[src/rtl/cache_ctrl.sv]
// Direct-mapped, write-through / no-write-allocate cache controller between a
// single-cycle core's data port and a slow word-wide memory with ready handshake.
module cache_ctrl #(
  parameter int ADDR_W   = 10,
  parameter int INDEX_W  = 5,
  parameter int OFFSET_W = 2
) (
  input  logic              clk,
  input  logic              rst,
  input  logic              cpu_rd,
  input  logic              cpu_wr,
  input  logic [ADDR_W-1:0] cpu_addr,
  input  logic [31:0]       cpu_wdata,
  output logic [31:0]       cpu_rdata,
  output logic              stall,
  output logic              mem_rd,
  output logic              mem_wr,
  output logic [ADDR_W-1:0] mem_addr,
  output logic [31:0]       mem_wdata,
  input  logic [31:0]       mem_rdata,
  input  logic              mem_ready
);

  localparam int TAG_W = ADDR_W - INDEX_W - OFFSET_W;
  localparam int LINES = 1 << INDEX_W;
  localparam int WORDS = 1 << (INDEX_W + OFFSET_W);

  typedef enum logic [1:0] {IDLE, REFILL, WRITE} state_t;

  state_t state, state_next;

  logic [TAG_W-1:0]    tag_arr  [LINES];
  logic [31:0]         data_arr [WORDS];
  logic [LINES-1:0]    valid;

  logic [ADDR_W-1:0]   addr_q;
  logic [31:0]         wdata_q;
  logic [OFFSET_W-1:0] k;

  logic [TAG_W-1:0]    cpu_tag, q_tag;
  logic [INDEX_W-1:0]  cpu_index, q_index;
  logic                hit, q_hit, last_word;

  assign cpu_tag   = cpu_addr[ADDR_W-1 -: TAG_W];
  assign cpu_index = cpu_addr[OFFSET_W +: INDEX_W];
  assign q_tag     = addr_q[ADDR_W-1 -: TAG_W];
  assign q_index   = addr_q[OFFSET_W +: INDEX_W];

  assign hit       = valid[cpu_index] && (tag_arr[cpu_index] == cpu_tag);
  assign q_hit     = valid[q_index] && (tag_arr[q_index] == q_tag);
  assign last_word = (k == '1);
  assign cpu_rdata = data_arr[cpu_addr[INDEX_W+OFFSET_W-1:0]];

  // NOTE: sequential state always uses non-blocking <= so every flop samples
  // pre-edge values regardless of process evaluation order.
  always_ff @(posedge clk or posedge rst) begin
    if (rst) state <= IDLE;
    else     state <= state_next;
  end

  always_ff @(posedge clk or posedge rst) begin
    if (rst) begin
      addr_q  <= '0;
      wdata_q <= '0;
      k       <= '0;
    end else begin
      case (state)
        IDLE: begin
          if (cpu_wr) begin
            addr_q  <= cpu_addr;
            wdata_q <= cpu_wdata;
          end else if (cpu_rd && !hit) begin
            addr_q <= cpu_addr;
            k      <= '0;
          end
        end
        REFILL: if (mem_ready) k <= k + 1'b1;
        default: ;
      endcase
    end
  end

  // Valid is set only when the last word lands, so an aborted refill leaves the line invalid.
  always_ff @(posedge clk or posedge rst) begin
    if (rst)                                              valid <= '0;
    else if (state == REFILL && mem_ready && last_word)   valid[q_index] <= 1'b1;
  end

  // NOTE: tag and data arrays carry no reset; valid bits alone qualify their
  // contents, which keeps them mappable onto plain RAM.
  always_ff @(posedge clk) begin
    if (state == REFILL && mem_ready) begin
      data_arr[{q_index, k}] <= mem_rdata;
      if (last_word) tag_arr[q_index] <= q_tag;
    end
    if (state == WRITE && mem_ready && q_hit)
      data_arr[addr_q[INDEX_W+OFFSET_W-1:0]] <= wdata_q;
  end

  // NOTE: every combinational output gets a default before the case so no
  // path leaves it unassigned and no latch is inferred.
  always_comb begin
    state_next = state;
    case (state)
      IDLE: begin
        if (cpu_wr)               state_next = WRITE;
        else if (cpu_rd && !hit)  state_next = REFILL;
      end
      REFILL:  if (mem_ready && last_word) state_next = IDLE;
      WRITE:   if (mem_ready)              state_next = IDLE;
      default: state_next = IDLE;
    endcase
  end

  always_comb begin
    mem_rd    = 1'b0;
    mem_wr    = 1'b0;
    mem_addr  = '0;
    mem_wdata = '0;
    stall     = 1'b0;
    case (state)
      IDLE:   stall = cpu_wr | (cpu_rd & !hit);
      REFILL: begin
        mem_rd   = 1'b1;
        mem_addr = {q_tag, q_index, k};
        stall    = 1'b1;
      end
      WRITE: begin
        mem_wr    = 1'b1;
        mem_addr  = addr_q;
        mem_wdata = wdata_q;
        stall     = !mem_ready;
      end
      default: ;
    endcase
    if (rst) stall = 1'b0;
  end

endmodule
[config.mk]
export PLATFORM = sky130hd
export DESIGN_NAME = cache_ctrl
export DESIGN_NICKNAME = d
export VERILOG_FILES = /design/src/rtl/cache_ctrl.sv
export SDC_FILE = /design/constraint.sdc
export NUM_CORES = 2
export LEC_CHECK = 0
export ABC_AREA = 0
export BUFFER_PORTS_ARGS = -buffer_cell sky130_fd_sc_hd__buf_2
export CAP_MARGIN = 10
export CORE_MARGIN = 3
export CORE_UTILIZATION = 50
export DETAILED_ROUTE_END_ITERATION = 16
export PLACE_DENSITY_LB_ADDON = 0.05
export SKIP_CTS_REPAIR_TIMING = 1
export SYNTH_ARGS = -nofsm -noshare
export SYNTH_HDL_FRONTEND = slang
export SYNTH_MEMORY_MAX_BITS = 65536
export SYNTH_SLANG_ARGS = --single-unit
[constraint.sdc]
create_clock -name clk -period 7.4 [get_ports clk]
set_input_delay 1.48 -clock clk [delete_from_list [all_inputs] [get_ports clk]]
set_output_delay 1.48 -clock clk [all_outputs]
set_load 0.01 [all_outputs]
==> metrics.md <==
| Metric | Value |
|---|---|
| Outcome | finished clean |
| Peak supply drop | 0.205 mV |
| Critical Path RT | between 5 and 6 ns |
| Worst stage delay on the critical path | 0.53 ns |
| Main synth FF type | edfxtp_1 |
| Total GRT Usage | 0.264 |
| Die X | 580 µm |
| Grt total ovfl | 0 |
| Filler cells | between 20,000 and 25,000 |
| Final setup fails | 0 |
| GR Util met3 | 0.0401 |
| Largest family of logic cells by synthesized area | multiplexers |
| Pleak | 59.5 nW |
| Port bufs | 155 |
| Hold Crit Class | register to register |
| YS warnings | 0 |
| Met2 usage | 0.398 |
| Fin area | 0.189 mm² |
| Tmin final | 6.39 ns |
| Syn_area_per_cell | 24.9 µm² |
| Final routed DRC violation total | 0 |
| Most frequent cell on the critical path | mux4_2 |
| Met1 Track Usage GR | 0.410 |
| Mux contribution to synthesized area | 0.200 |
| Placeable core area | 0.328 mm² |
| Routed wire per std cell | 37.1 µm |
| Drt first-iter violations | roughly 9,900 |
| XOR/XNOR share of the synthesized area | 0.000319 |
| TritonCTS Buffers | 441 |
| Synth Cell Area | 0.165 mm² |
| Io pins | 156 |
| Unrepaired setup endpoints after global routing | false |
| Worst Tran Pin Value | 1.17 ns |
| Post-route ant nets | 0 |
| Largest net degree at the start of global routing | 92 |
| Die footprint | 0.337 mm² |
| Synth Instances | 6,609 |
| Power per cell area | 282 mW/mm² |
| Synth async-reset ratio | 0.0183 |
| Root buf cell | clkbuf_16 |
| Post-route setup TNS | 0 ns |
| CTS tree | done |
| Cell variety after synth | 50 |
| Initial antenna violation count | 56 |
| Number of global-route vias before repair | 77,200 |
| Vias per cell | 6.45 |
| Most used routing layer | met1 |
| Total of max-cap violations | 0 |
| Critical Path AT | 4.91 ns |
| Longest Clk Path Bufs | 4 |
| Via count | roughly 77,000 |
| Final period utilization | 0.864 |
| Peak Freq | 0.156 GHz |
| Hold Vio Cnt, Final | 0 |
| Critical path cell sequence | buf_8 -> buf_12 -> buf_4 -> mux4_2 -> mux4_2 -> mux4_2 -> mux2_2 -> buf_2 |
| #FFs+latches synth | 4,270 |
| Critical Path Source Type | primary input |
| Critical-path top delay cell | mux4_2 |
| Slew Limit Fails | 0 |
| Area fraction in compound gates after synthesis | 0.00282 |
| DRT Pass-1 Iters | 7 |
| # H-tree levels | 5 |
| Crit path max fanout | 91 |
| Seq/Total Area, Yosys | 0.776 |
| DRT Wirelength | 444,000 µm |
| Net count after synthesis | about 6,700 |
| GPL Wtd Cong | 0.823 |
| Die H | 580 µm |
| Number of flops mapped to enable cells by yosys | 4,192 |
| Dpl cell area | 0.175 mm² |
| DP HPWL | 242,000 µm |
| Nets | 7,260 |
| Clk_skew | 0.0367 ns |
| Post-synthesis simple-gate area fraction | 0.0115 |
| Worst-path clk slew | 0.06 ns |
| Clk_lat worst skew | approximately 0.96 ns |
| Starting Density | 0.503 |
| Area Growth Syn to Fin | 14.6% |
| # rows | 210 |
| First-pass GRT wire length | around 620,000 µm |
| Worst Setup End Kind | output port |
| Worst rel slew slack | 0.222 |
| Synth Area in Adders | 0.000380 |
| Kind of critical path | primary input to output port |
| Proportion of layout cells with a drive suffix above 1 | 0.370 |
| Clk sinks | 4,270 |
report_power, final:
part / internal [W] / switching, W / total [W]
clock: 0.0124 / 0.00914 / 0.0216
sequential: 0.0270 / 0.000238 / 0.0273
combinational: 0.00163 / 0.00276 / 0.00440
cell usage after synthesis, types with 23 or more instances:
cell type,instances,area share
and2_1,42,0.0016
dfrtp_1,78,0.012
clkbuf_1,258,0.0059
mux2i_1,54,0.0033
edfxtp_1,4192,0.76
buf_1,98,0.0022
nor2_1,51,0.0012
nor3_1,81,0.0025
mux2_2,106,0.0072
nor3_2,42,0.0026
or2_2,32,0.0012
nand2_1,23,0.00052
mux4_2,1388,0.19
flip-flops by register name (all words and copies together) (netlist names):
signal	count
addr_q	10
valid	32
data_arr	4096
k	2
wdata_q	32
tag_arr	96
state	2
cell usage in the layout (no fill, tap or decap), types with 4 or more instances in the layout:
| master | n |
|---|---|
| a211oi_1 | 4 |
| a21boi_0 | 4 |
| a21oi_1 | 10 |
| a22oi_1 | 22 |
| a32oi_1 | 6 |
| and2_1 | 42 |
| buf_12 | 130 |
| buf_2 | 148 |
| buf_4 | 224 |
| bufinv_16 | 36 |
| clkbuf_1 | 104 |
| clkbuf_16 | 450 |
| clkbuf_8 | 7 |
| clkinv_1 | 91 |
| clkinv_2 | 103 |
| clkinv_8 | 6 |
| clkinvlp_4 | 11 |
| dfrtp_1 | 76 |
| diode_2 | 54 |
| edfxtp_1 | 4192 |
| ha_1 | 5 |
| inv_1 | 8 |
| inv_6 | 7 |
| mux2_2 | 74 |
| mux2_4 | 32 |
| mux2i_1 | 54 |
| mux4_2 | 1388 |
| nand2_1 | 23 |
| nand2b_1 | 8 |
| nand3_1 | 12 |
| nand3b_1 | 4 |
| nand4_1 | 4 |
| nor2_1 | 42 |
| nor2_4 | 8 |
| nor2b_1 | 6 |
| nor3_2 | 78 |
| nor3_4 | 42 |
| nor3b_1 | 4 |
| or2_2 | 32 |
| xnor2_1 | 5 |
area by class of cell:
type | instances | area, µm² | area share
diodes | 54 | 135 | 0.000715
clock buffers | 560 | 11700 | 0.0621
clock inverters | 256 | 2240 | 0.0119
inverters | 9 | 35.0 | 0.000185
flip-flops and latches | 4270 | 128000 | 0.677
well taps | 4346 | 5440 | 0.0288
multi-input cells | 1946 | 36400 | 0.192
repair buffers | 508 | 5120 | 0.0271
worst paths after layout:
path                        startpoint          endpoint  slack (ns)  depth (start not counted)
max                        cpu_addr[1]      cpu_rdata[9]        1.01                          8
min                          valid[10]         valid[10]        0.49                          1
max reg2reg                  addr_q[2]  data_arr[88][12]        1.11                         11
min reg2reg                  valid[10]         valid[10]        0.49                          1
max in group asynchronous          rst         addr_q[2]        5.78                          3
min in group asynchronous          rst        wdata_q[5]        0.88                          3
kinds of logic after synthesis:
kind of cell	count (synthesis)
AO/OA/AOI/OAI	66
buffers and inverters	393
multiplexers	1548
adder cells (fa/ha/maj)	5
flip-flops	4270
AND/OR/NAND/NOR	321
XOR/XNOR	6
per-stage QoR:
step	total power (W)	utilization	hold WS (ns)	worst slack, ns	cells
after global routing	0.0548	0.576	0.506	0.875	11900
final	0.0532	0.577	0.486	1.01	11900
after global placement	0.0321	0.533	0.470	0.950	11100
after detailed placement	0.0322	0.533	0.472	0.942	11100
after CTS	0.0536	0.576	0.487	0.888	11900
after floorplan	0.0302	-	0.452	1.22	6609
metal layers:
metal  wire length, µm  vias to the layer above
met2            206000                     3376
met3             34800                      576
li1                  -                    30100
met5                 0                        -
met4             11500                        0
met1            192000                    43100
worst max-delay path: cells and delay by family:
kind	cells	cell delay (ns)
buf+inv	4	1.37
mux	4	1.67
No activity file was read; power rests on OpenSTA's default activity.
